### src/rtl/r3_sdf_bf.sv
// Radix-3 single-delay-feedback butterfly stage: 3-point DFT over samples spaced D apart,
// emitted in SDF order (y0, y1, y2). Define R3_ROUND_EN for round-half-up on h and m.
module r3_sdf_bf #(
  parameter int DW = 8,
  parameter int D  = 3
) (
  input  logic                 clk,
  input  logic                 rst,
  input  logic signed [DW-1:0] in_re,
  input  logic signed [DW-1:0] in_im,
  input  logic                 in_valid,
  output logic signed [DW+1:0] out_re,
  output logic signed [DW+1:0] out_im,
  output logic                 out_valid,
  output logic [1:0]           out_idx
);

  localparam int OW = DW + 2;
  localparam int PW = OW + 10;
  localparam int CW = $clog2(3 * D);

  localparam logic [CW-1:0] CNT_LAST = CW'(3 * D - 1);
  localparam logic [CW-1:0] PH1_BASE = CW'(D);
  localparam logic [CW-1:0] PH2_BASE = CW'(2 * D);

  localparam logic signed [PW-1:0] M_K = PW'(222);
`ifdef R3_ROUND_EN
  localparam logic signed [PW-1:0] H_RND = PW'(1);
  localparam logic signed [PW-1:0] M_RND = PW'(128);
`else
  localparam logic signed [PW-1:0] H_RND = '0;
  localparam logic signed [PW-1:0] M_RND = '0;
`endif

  typedef enum logic [1:0] {
    PH0 = 2'd0,
    PH1 = 2'd1,
    PH2 = 2'd2
  } phase_t;

  logic [CW-1:0] cnt;
  logic          primed;
  phase_t        phase;

  logic signed [OW-1:0] f0_re [D];
  logic signed [OW-1:0] f0_im [D];
  logic signed [OW-1:0] f1_re [D];
  logic signed [OW-1:0] f1_im [D];

  logic signed [OW-1:0] in_x_re, in_x_im;
  logic signed [OW-1:0] y0_re, y0_im, y1_re, y1_im, y2_re, y2_im;
  logic signed [OW-1:0] cand_re, cand_im;
  logic [1:0]           cand_idx;
  logic                 emit;

  function automatic logic signed [PW-1:0] wide(input logic signed [OW-1:0] v);
    return {{(PW - OW){v[OW-1]}}, v};
  endfunction

  always_comb begin
    if (cnt < PH1_BASE) begin
      phase = PH0;
    end else if (cnt < PH2_BASE) begin
      phase = PH1;
    end else begin
      phase = PH2;
    end
  end

  assign in_x_re = OW'(in_re);
  assign in_x_im = OW'(in_im);

  // In phase 2 both FIFO heads hold the raw x0/x1 pushed D samples earlier.
  always_comb begin
    logic signed [PW-1:0] a0r, a0i, a1r, a1i, a2r, a2i;
    logic signed [PW-1:0] hr, hi, pr, pi, mr, mi;
    a0r = wide(f0_re[D-1]);
    a0i = wide(f0_im[D-1]);
    a1r = wide(f1_re[D-1]);
    a1i = wide(f1_im[D-1]);
    a2r = wide(in_x_re);
    a2i = wide(in_x_im);
    hr  = (a1r + a2r + H_RND) >>> 1;
    hi  = (a1i + a2i + H_RND) >>> 1;
    pr  = M_K * (a1r - a2r) + M_RND;
    pi  = M_K * (a1i - a2i) + M_RND;
    mr  = pr >>> 8;
    mi  = pi >>> 8;
    y0_re = OW'(a0r + a1r + a2r);
    y0_im = OW'(a0i + a1i + a2i);
    y1_re = OW'(a0r - hr + mi);
    y1_im = OW'(a0i - hi - mr);
    y2_re = OW'(a0r - hr - mi);
    y2_im = OW'(a0i - hi + mr);
  end

  always_comb begin
    cand_re  = y0_re;
    cand_im  = y0_im;
    cand_idx = 2'd0;
    case (phase)
      PH0: begin
        cand_re  = f0_re[D-1];
        cand_im  = f0_im[D-1];
        cand_idx = 2'd1;
      end
      PH1: begin
        cand_re  = f1_re[D-1];
        cand_im  = f1_im[D-1];
        cand_idx = 2'd2;
      end
      default: begin
        cand_re  = y0_re;
        cand_im  = y0_im;
        cand_idx = 2'd0;
      end
    endcase
  end

  // Before the first complete group the FIFO heads are stale, so only y0 may leave.
  assign emit = (phase == PH2) || primed;

  // Feedback delay lines; contents are unobservable until primed, so no reset.
  always_ff @(posedge clk) begin
    if (in_valid) begin
      if (phase != PH1) begin
        for (int i = D - 1; i > 0; i--) begin
          f0_re[i] <= f0_re[i-1];
          f0_im[i] <= f0_im[i-1];
        end
        f0_re[0] <= (phase == PH2) ? y1_re : in_x_re;
        f0_im[0] <= (phase == PH2) ? y1_im : in_x_im;
      end
      if (phase != PH0) begin
        for (int i = D - 1; i > 0; i--) begin
          f1_re[i] <= f1_re[i-1];
          f1_im[i] <= f1_im[i-1];
        end
        f1_re[0] <= (phase == PH2) ? y2_re : in_x_re;
        f1_im[0] <= (phase == PH2) ? y2_im : in_x_im;
      end
    end
  end

  always_ff @(posedge clk or posedge rst) begin
    if (rst) begin
      cnt       <= '0;
      primed    <= 1'b0;
      out_re    <= '0;
      out_im    <= '0;
      out_valid <= 1'b0;
      out_idx   <= 2'd0;
    end else begin
      out_valid <= in_valid && emit;
      if (in_valid) begin
        cnt <= (cnt == CNT_LAST) ? '0 : cnt + 1'b1;
        if (cnt == CNT_LAST) begin
          primed <= 1'b1;
        end
        if (emit) begin
          out_re  <= cand_re;
          out_im  <= cand_im;
          out_idx <= cand_idx;
        end
      end
    end
  end

endmodule

### config.mk
export PLATFORM = sky130hd
export DESIGN_NAME = r3_sdf_bf
export DESIGN_NICKNAME = d
export VERILOG_FILES = /design/src/rtl/r3_sdf_bf.sv
export SDC_FILE = /design/constraint.sdc
export NUM_CORES = 1
export LEC_CHECK = 0
export CAP_MARGIN = 25
export CELL_PAD_IN_SITES_DETAIL_PLACEMENT = 1
export CELL_PAD_IN_SITES_GLOBAL_PLACEMENT = 1
export CORE_MARGIN = 1.5
export CORE_UTILIZATION = 50
export DETAILED_ROUTE_END_ITERATION = 10
export PLACE_DENSITY_LB_ADDON = 0.05
export SKIP_LAST_GASP = 1
export SLEW_MARGIN = 20
export SYNTH_ARGS = -nofsm -noshare
export SYNTH_HDL_FRONTEND = slang
export SYNTH_SLANG_ARGS = --single-unit
export TNS_END_PERCENT = 100
### constraint.sdc
create_clock -name clk -period 17.1 [get_ports clk]
set_input_delay 3.42 -clock clk [delete_from_list [all_inputs] [get_ports clk]]
set_output_delay 3.42 -clock clk [all_outputs]
set_load 0.05 [all_outputs]
### Word-level counts from Yosys, hierarchy flattened

Memories as Yosys holds them, arrays and structs flattened.
Index checks and enable logic that the tools add are counted.

* bits in latches: 0
* bits in registers: 28
* input port bits: 19
* word-level logic and storage cells: 55
* output and inout bits: 23
* ROM bits: 0
* memory bits (writable): 120
* memories kept: 4

* eq/ne operators: 4
* reduce and logical (&&, ||, !) cells: 6
* multiply operators: 2
* add/subtract/negate cells: 15
* mux-type cells: 16
* shift operators: 0
* $lt $le $gt $ge: 2
* bitwise logic cells: 0
* divide/modulo/power cells: 0

Memories
* f0_im: words 3, bits a word 10, read ports 3, clocked after memory_dff 0, wr ports 3, line 46 `logic signed [OW-1:0] f0_im [D];`
* f0_re: words 3, bits a word 10, read ports 3, clocked after memory_dff 0, wr ports 3, line 45 `logic signed [OW-1:0] f0_re [D];`
* f1_im: words 3, bits a word 10, read ports 3, clocked after memory_dff 0, wr ports 3, line 48 `logic signed [OW-1:0] f1_im [D];`
* f1_re: words 3, bits a word 10, read ports 3, clocked after memory_dff 0, wr ports 3, line 47 `logic signed [OW-1:0] f1_re [D];`

Operator list (count)
* 10-bit adder: 4
* 10-bit two-way mux: 4
* 10-bit case mux with 2 select lines: 2
* 10-bit subtractor: 4
* 8-bit by 11-bit multiplier with 17-bit output (first input constant): 2
* 10-bit by 8-bit adder with 11-bit output: 2
* 10-bit by 8-bit subtractor with 11-bit output: 2
* 10-bit by 8-bit adder with 10-bit output: 2
* 1-bit two-way mux: 6
* 4-bit by 1-bit adder with 4-bit output (second input constant): 1
* 4-bit == test (second input constant): 1
* 4-bit by 2-bit less-than comparator with 1-bit output (second input constant): 1
* 4-bit by 3-bit less-than comparator with 1-bit output (second input constant): 1
* 2-bit two-way mux: 2
* 4-bit two-way mux: 1
* 2-bit case mux with 2 select lines: 1
* 2-bit AND reduction: 2
* 2-bit by 1-bit == test with 1-bit output (second input constant): 1
* 2-bit == test (second input constant): 1
* 2-bit zero test: 1
* 2-bit by 1-bit inequality test with 1-bit output (second input constant): 1
* 2-bit nonzero test: 1
* 1-bit logical AND: 1
* 1-bit logical OR: 1

### Longest topological paths before layout

Gate-level depths: netlist of run 1.

* word-level depth: 7
* mapped depth: 34
* gate-level depth less buffers: 34

### Worst setup path before layout of run 1

No wires, ideal clock.

* kind: in2reg
* start: input port in_re[1]
* end: memory f1_im[0][9] (netlist name) (data pin)
* library setup time: 0.268 ns
* cell stages on the path: 29
* path slack: 7.100 ns
* arrival time: 9.732 ns
* path buffers: 0
* cell sequence: inv_1 ha_1 nor2b_1 o21ai_1 a21boi_0 o21ai_0 a21boi_1 o21a_1 or3_1 and2_1 ha_1 fa_1 fa_1 inv_1 fa_1 inv_1 ha_1 and3_1 a211oi_1 nor2_1 a21oi_1 xnor2_1 inv_1 ha_1 o41ai_1 nand2_1 nor2_1 mux2_4 nor4_2

RTL lines
* start, declared: line 9 `input logic signed [DW-1:0] in_re,`
* end, declared: line 48

==> results of run 1 <==
==> layout make-up <==
cell class,count,area share
Clock inverter,11,0.0114
Multi-Input combinational cell,979,0.561
Clock buffer,20,0.0284
Inverter,229,0.0559
Timing Repair Buffer,50,0.0324
Tap cell,372,0.0303
Sequential cell,148,0.280
Antenna cell,1,0.000163
==> kinds of logic (layout without fill, tap and decap cells) <==
family                   count (synthesis)  after routing  synth area share
AO/OA/AOI/OAI                          307            307             0.143
XOR/XNOR                               125            125            0.0826
adder cells (fa/ha/maj)                274            274             0.294
buffers and inverters                  263            310            0.0712
flip-flops                             148            148             0.310
multiplexers                             7              7           0.00568
other                                    0              1                 0
AND/OR/NAND/NOR                        266            266            0.0942
==> worst register-to-register path: cells and delay by family, from the launching register on <==
kind / cells / cell delay, ns
buf+inv: 5 / 0.39
flops: 1 / 0.43
mux: 1 / 0.17
xor+xnor: 1 / 0.20
simple gates: 6 / 1.05
fa+ha+maj: 7 / 2.60
compound gates: 9 / 3.06
==> how the worst max path moves through the flow <==
stage,startpoint,endpoint,slack (ns),cells past startpoint
4_1_cts,in_re[1],f1_im[0][9],5.77,31
3_3_place_gp,in_re[1],f1_im[0][9],5.54,31
5_1_grt,in_re[1],f1_im[0][9],5.16,30
3_5_place_dp,in_re[1],f1_im[0][9],5.35,32
2_1_floorplan,in_re[1],f1_im[0][9],7.10,29
6_report,in_re[1],f1_im[0][9],5.80,32
==> flip-flops by register name, indices dropped and copies added, names as in the netlist <==
signal / count
f0_im: 30
f0_re: 30
f1_im: 30
f1_re: 30
out_im: 10
out_re: 10
cnt: 4
out_idx: 2
out_valid: 1
primed: 1
==> layout by cell type (no fill, tap or decap), drive strengths merged, types with 12 or more instances in the layout <==
cell,n
a211oi,12
a21o,28
a21oi,103
and3,12
clkbuf,20
clkdlybuf4s50,41
dfrtp,28
edfxtp,120
fa,88
ha,182
inv,232
nand2,84
nand2b,21
nand3,12
nand3b,12
nor2,71
nor2b,15
nor3,14
o21ai,89
o21bai,21
xnor2,83
xor2,39
==> routing by layer <==
metal	routed length [um]	vias to the layer above	global-route usage
li1	-	4770	-
met2	16300	159	0.424
met1	17500	4979	0.375
met5	0	-	0
met4	454	0	0.0616
met3	1090	32	0.0343
==> metrics by stage <==
| stage | hold WS [ns] | util | setup slack, ns |
|---|---|---|---|
| finish | 0.415 | 0.567 | 5.80 |
| floorplan | 0.400 | - | 7.10 |
| detailed placement | 0.405 | 0.544 | 5.35 |
| global route | 0.425 | 0.567 | 5.16 |
| global placement | 0.401 | 0.543 | 5.54 |
| CTS | 0.421 | 0.567 | 5.77 |
==> impl_metrics.json, run 1 <==
{
  "cp-start-kind": "input pin",
  "fin_worst_skew_ns": 0.0171,
  "placed_cell_area_um2": 14800,
  "fin_cells": 1810,
  "start_util": 0.512,
  "min_path_type": "reg -> reg",
  "period_needed_ns": 11.30,
  "dieHeight_um": 170,
  "synth.most_common_cell": "inv_1",
  "fmax_mhz": 88.5,
  "cts_max_level": 4,
  "grt_usage": 0.263,
  "synth_nets": 1679,
  "worst_r2r_endpoint": "f1_im[0][9]",
  "drtAntennaViolNets": 0,
  "final_cell_area_um2": 15400,
  "cp.arrival_ns": 11.48,
  "fillers": 3027,
  "wl_per_cell_um": 19.5,
  "dp.final_hpwl_mm": 27.7,
  "crit_family": "compound AO/OA/AOI/OAI gates",
  "antenna_found_initial": 1,
  "drv_cap": 0,
  "slew_headroom": 0.315,
  "cts_buffers": 17,
  "avgSynthCellArea_um2": 9.99,
  "async_reset_ff_frac": 0.189,
  "reg2reg_depth": 29,
  "cts_setup_buffers": 0,
  "path_common_cell": "inv_1",
  "hold_end": "f0_re[0][26]",
  "clock-root-buffer": "clkbuf_16",
  "synthTopCellsByCount": "inv_1, ha_1, edfxtp_1",
  "rsz0062_at_grt": "no",
  "setup_tns_ns": 0,
  "row_count": 60,
  "ys_seq_area_frac": 0.310,
  "cts_repair_resize_count": 0,
  "synth-seq-cells": 148,
  "tritoncts": "done",
  "port_buffers": 41,
  "yosysUniqueCellTypes": 73,
  "hold_path_depth": 0,
  "grt_max_degree": 61,
  "worst_slew_pin_slew_ns": 1.02,
  "grt_pass1_wl_mm": 58.0,
  "drv_slew": 0,
  "path_buf_inv": 6,
  "first_iter_violations": 530,
  "endpoint_kind": "flop",
  "synth_top_cell_by_area": "edfxtp_1",
  "seq_area_um2": 4300,
  "fp.dieArea_um2": 28800,
  "fin_nets": 1714,
  "routabilityCongestion": 0.863,
  "syn_inst": 1390,
  "yosysWarnings": 0,
  "path_class": "in -> reg",
  "via_per_inst": 5.49,
  "critical-path-max-stage-delay_ns": 0.65,
  "first_pass_iters": 5,
  "wirelength_mm": 35.3,
  "cp_slowest_cell": "o41ai_1",
  "dpl.cell_count": 1778,
  "synth_top_area_frac": 0.260,
  "cts_num_sinks": 148,
  "clk_path_buf_depth": 2,
  "grt_pass1_vias": 10600,
  "status": "finished clean",
  "reg2reg_from": "f1_re[0][20]",
  "syn-cell-area_um2": 13900,
  "via_count": 9940,
  "clk_latency_ns": 0.45,
  "drcViolationCount": 0,
  "syn2layout_area_growth_pct": 10.7,
  "reg2reg_slack_ns": 8.96,
  "synth_edf_count": 120,
  "synth_flop_cell": "edfxtp_1",
  "min_from": "f0_re[0][16]",
  "cp_data_required_time_ns": 17.28,
  "hold_violations": 0,
  "core-area_um2": 27100,
  "setup_viol": 0,
  "top_level_ports": 42,
  "cts_hold_buf": 0,
  "gr-total-overflow": 0,
  "clk_pin_slew_ns": 0.07,
  "synth.area.top_cells": "edfxtp_1, ha_1, fa_1",
  "drive_gt1_frac": 0.0522,
  "fin_crit_sh": 0.661,
  "multi_input_area_um2": 8620,
  "die_w_um": 170,
  "critical_path_peak_fanout": 5
}
Power of run 1 is left out: the tool's default activity adds up to more than one toggle a clock period on the data nets, which glitch-free logic cannot reach.
==> run 2, diff against run 1 <==
clock period = 10.7 ns   (was 17.1 ns; I/O delays follow)
==> impl_metrics.json, run 2 (synthesized netlist as in run 1, its figures left out) <==
{
  "status": "finished clean",
  "wirelength_mm": 35.4,
  "top_level_ports": 42,
  "drive_gt1_frac": 0.0561,
  "min_path_type": "reg -> reg",
  "worst_slew_pin_slew_ns": 0.881,
  "final_common_cell": "inv_1",
  "clk_path_buf_depth": 2,
  "die_w_um": 170,
  "slew_headroom": 0.413,
  "clk_pin_slew_ns": 0.07,
  "rsz0062_at_grt": "no",
  "dieHeight_um": 170,
  "cts_repair_resize_count": 0,
  "via_count": 9892,
  "cts_num_sinks": 148,
  "clock-root-buffer": "clkbuf_16",
  "final_cell_mix": "inv_1, ha_1, edfxtp_1, a21oi_1, fa_1",
  "row_count": 60,
  "fin_crit_sh": 0.933,
  "drv_cap": 0,
  "fillers": 2996,
  "diodes": 0,
  "cts_setup_buffers": 0,
  "cp_slowest_cell": "o41ai_1",
  "dp.final_hpwl_mm": 27.8,
  "antenna_found_initial": 0,
  "cp-start-kind": "input pin",
  "period_needed_ns": 9.99,
  "path_class": "in -> reg",
  "wl_per_cell_um": 19.5,
  "start_util": 0.512,
  "drcViolationCount": 0,
  "fin_nets": 1719,
  "endpoint_kind": "flop",
  "drv_slew": 0,
  "cts_hold_buf": 0,
  "cts_max_level": 4,
  "fin_worst_skew_ns": 0.0123,
  "cts_buffers": 17,
  "cp.arrival_ns": 10.18,
  "syn2layout_area_growth_pct": 11.0,
  "setup_viol": 0,
  "gr-total-overflow": 0,
  "hold_violations": 0,
  "critical_path_peak_fanout": 5,
  "port_buffers": 41,
  "first_iter_violations": 611,
  "grt_pass1_wl_mm": 58.5,
  "critical-path-max-stage-delay_ns": 0.66,
  "grt_max_degree": 61,
  "fp.dieArea_um2": 28800,
  "via_per_inst": 5.45,
  "path_common_cell": "inv_1",
  "tritoncts": "done",
  "routabilityCongestion": 0.846,
  "grt_pass1_vias": 10900,
  "cp_data_required_time_ns": 10.89,
  "first_pass_iters": 7,
  "setup_tns_ns": 0,
  "drtAntennaViolNets": 0,
  "grt_usage": 0.266,
  "clk_latency_ns": 0.44,
  "fmax_mhz": 100,
  "core-area_um2": 27100
}
[run 2: changes by cell type in the layout (fill, tap and decap cells not counted), sizes merged]
cell and change:
buf +5, clkinv +3, clkinvlp -1, inv -1, diode -1
[run 2: worst paths after layout]
kind,from,end,slack [ns],cells after the start
max,in_re[1],f1_im[0][9],0.71,32
min,f1_re[0][16],f1_re[0][26],0.41,0
max reg2reg,f1_re[0][20],f1_im[0][9],2.55,29
min reg2reg,f1_re[0][16],f1_re[0][26],0.41,0
max in group asynchronous,rst,out_im[9],8.26,3
min in group asynchronous,rst,out_re[4],2.12,3
[run 2: through the flow]
step / cell area (um2) / setup slack (ns) / utilization / hold slack [ns] / std cells
finish: 15400 / 0.712 / 0.568 / 0.415 / 1815
global route: 15400 / 0.0975 / 0.568 / 0.416 / 1815
CTS: 15400 / 0.750 / 0.568 / 0.417 / 1814
detailed placement: 14800 / 0.332 / 0.545 / 0.405 / 1782
global placement: 14800 / 0.660 / 0.544 / 0.400 / 1781
floorplan: 13900 / 1.98 / - / 0.400 / 1390
[run 2: area by class of cell]
class / instances / area (um2) / area share
multi-input cells: 979 / 8620 / 0.560
flip-flops and latches: 148 / 4300 / 0.279
inverters: 229 / 860 / 0.0558
repair buffers: 55 / 536 / 0.0348
well taps: 372 / 465 / 0.0302
clock buffers: 20 / 437 / 0.0283
clock inverters: 12 / 181 / 0.0118
[run 2: per-layer routing]
metal / GRT usage / share of wire / vias to the layer above
li1: - / - / 4773
met1: 0.372 / 0.49 / 4908
met2: 0.430 / 0.46 / 169
met3: 0.0389 / 0.031 / 42
met5: 0 / 0 / -
met4: 0.0720 / 0.017 / 0
[run 2: worst max-delay path: cells and delay by family]
kind / cells / cell delay [ns]
AO/OA/AOI/OAI: 11 / 2.85
buffers and inverters: 6 / 1.02
XOR/XNOR: 1 / 0.21
AND/OR/NAND/NOR: 7 / 1.21
multiplexers: 1 / 0.16
adder cells (fa/ha/maj): 6 / 2.54
Power of run 2 is left out for the same reason.
==> run 3, diff against run 2 <==
ABC_AREA = 1   (was not set)
CAP_MARGIN = 20   (was 25)
CORE_UTILIZATION = 49   (was 50)
==> impl_metrics.json, run 3 <==
{
  "critical-path-max-stage-delay_ns": 0.74,
  "top_level_ports": 42,
  "synth.area.top_cells": "edfxtp_1, ha_1, fa_1",
  "worst_slew_pin_slew_ns": 0.964,
  "hold_violations": 0,
  "avgSynthCellArea_um2": 8.80,
  "diodes": 0,
  "synth_top_cell_by_area": "edfxtp_1",
  "synth_edf_count": 120,
  "ys_seq_area_frac": 0.297,
  "seq_area_um2": 4300,
  "grt_pass1_wl_mm": 66.2,
  "antenna_found_initial": 0,
  "row_count": 62,
  "endpoint_kind": "flop",
  "clk_pin_slew_ns": 0.06,
  "syn2layout_area_growth_pct": 9.47,
  "crit_family": "adder cells",
  "start_util": 0.501,
  "path_buf_inv": 9,
  "fin_crit_sh": 0.881,
  "cp_num_cells": 34,
  "grt_usage": 0.284,
  "period_needed_ns": 9.42,
  "via_count": 11300,
  "final_cell_mix": "inv_1, nand2_1, ha_1, edfxtp_1, nor2_1",
  "clk_path_buf_depth": 2,
  "yosysWarnings": 0,
  "setup.worst_path.end": "f0_im[0][9]",
  "grt_pass1_vias": 12300,
  "yosysUniqueCellTypes": 53,
  "reg2reg_depth": 28,
  "path_common_cell": "inv_1",
  "cts_num_sinks": 148,
  "status": "finished clean",
  "reg2reg_from": "f1_im[0][20]",
  "drive_gt1_frac": 0.0408,
  "synth_flop_cell": "edfxtp_1",
  "clock-root-buffer": "clkbuf_16",
  "cp-startpoint": "in_re[1]",
  "fillers": 3396,
  "min_path_type": "reg -> reg",
  "drv_cap": 0,
  "first_iter_violations": 569,
  "worst_r2r_endpoint": "f1_re[0][9]",
  "async_reset_ff_frac": 0.189,
  "wirelength_mm": 41.0,
  "cts_setup_buffers": 0,
  "drv_slew": 0,
  "path_class": "in -> reg",
  "via_per_inst": 5.47,
  "routabilityCongestion": 0.884,
  "fin_nets": 1968,
  "dieHeight_um": 175,
  "cp.arrival_ns": 9.61,
  "cts_repair_resize_count": 0,
  "slew_headroom": 0.357,
  "rsz0062_at_grt": "no",
  "reg2reg_slack_ns": 3.08,
  "dp.final_hpwl_mm": 32.1,
  "cts_max_level": 4,
  "critical_path_peak_fanout": 8,
  "cts_buffers": 17,
  "gr-total-overflow": 0,
  "final_util": 0.548,
  "multi_input_area_um2": 8800,
  "setup_viol": 0,
  "synth_nets": 1937,
  "min_from": "f1_re[0][6]",
  "cp_slowest_cell": "clkdlybuf4s50_1",
  "synth-seq-cells": 148,
  "first_pass_iters": 4,
  "syn_inst": 1648,
  "port_buffers": 41,
  "die_w_um": 175,
  "cp_data_required_time_ns": 10.89,
  "final_common_cell": "inv_1",
  "synth.most_common_cell": "inv_1",
  "synthTopCellsByCount": "inv_1, nand2_1, ha_1",
  "synth_top_area_frac": 0.249,
  "dpl.cell_count": 2044,
  "fin_worst_skew_ns": 0.0115,
  "fin_cells": 2075,
  "wl_per_cell_um": 19.8,
  "clk_latency_ns": 0.45,
  "cp-start-kind": "input pin",
  "drcViolationCount": 0,
  "cts_hold_buf": 0,
  "grt_max_degree": 61,
  "tritoncts": "done",
  "setup_tns_ns": 0,
  "syn-cell-area_um2": 14500,
  "fmax_mhz": 106,
  "core-area_um2": 28900,
  "fp.dieArea_um2": 30600,
  "drtAntennaViolNets": 0
}
run 3: changes by cell type in the layout (fill, tap and decap cells not counted), sizes merged, moves of 21 or more:
cell and change:
inv +95, nand2 +190, nand2b -21, nand3 +61
nor2 +30, xnor2 -61, xor2 +51
run 3: kinds of logic (layout without fill, tap and decap cells):
family | after synthesis | count (layout) | synth area share
AOI/OAI and AO/OA | 261 | 261 | 0.110
buffers and inverters | 362 | 405 | 0.0973
and+or+nand+nor | 495 | 495 | 0.145
adders and majority gates | 270 | 270 | 0.279
xor gates and xnor gates | 112 | 112 | 0.0718
DFF | 148 | 148 | 0.297
run 3: cell type report:
cell class,count,share of cell area
inverters,325,0.0769
multi-input cells,1138,0.555
flip-flops and latches,148,0.271
clock buffers,17,0.0268
repair buffers,49,0.0296
well taps,384,0.0303
clock inverters,14,0.0103
run 3: metal layers:
metal	up-vias	global-route usage	routed length [um]
li1	5426	-	-
met1	5665	0.370	18500
met2	207	0.492	20200
met3	46	0.0383	1420
met4	0	0.0876	954
met5	-	0	0
run 3: how the worst min path moves through the flow:
stage | slack (ns) | to | cells past startpoint
after floorplan | 0.40 | f0_im[0][10] | 0
after global placement | 0.40 | f0_im[0][14] | 0
after detailed placement | 0.41 | f1_im[0][11] | 0
after CTS | 0.42 | f0_re[0][21] | 0
after global routing | 0.42 | f0_re[0][13] | 0
final | 0.42 | f1_re[0][16] | 0
run 3: metrics by stage:
stage / instance area (um2) / setup WS [ns] / hold WS, ns
floorplan: 14500 / 2.39 / 0.400
global placement: 15300 / 1.11 / 0.401
detailed placement: 15300 / 0.879 / 0.406
CTS: 15900 / 1.29 / 0.419
global route: 15900 / 0.704 / 0.422
finish: 15900 / 1.28 / 0.417
Power of run 3 is left out for the same reason.
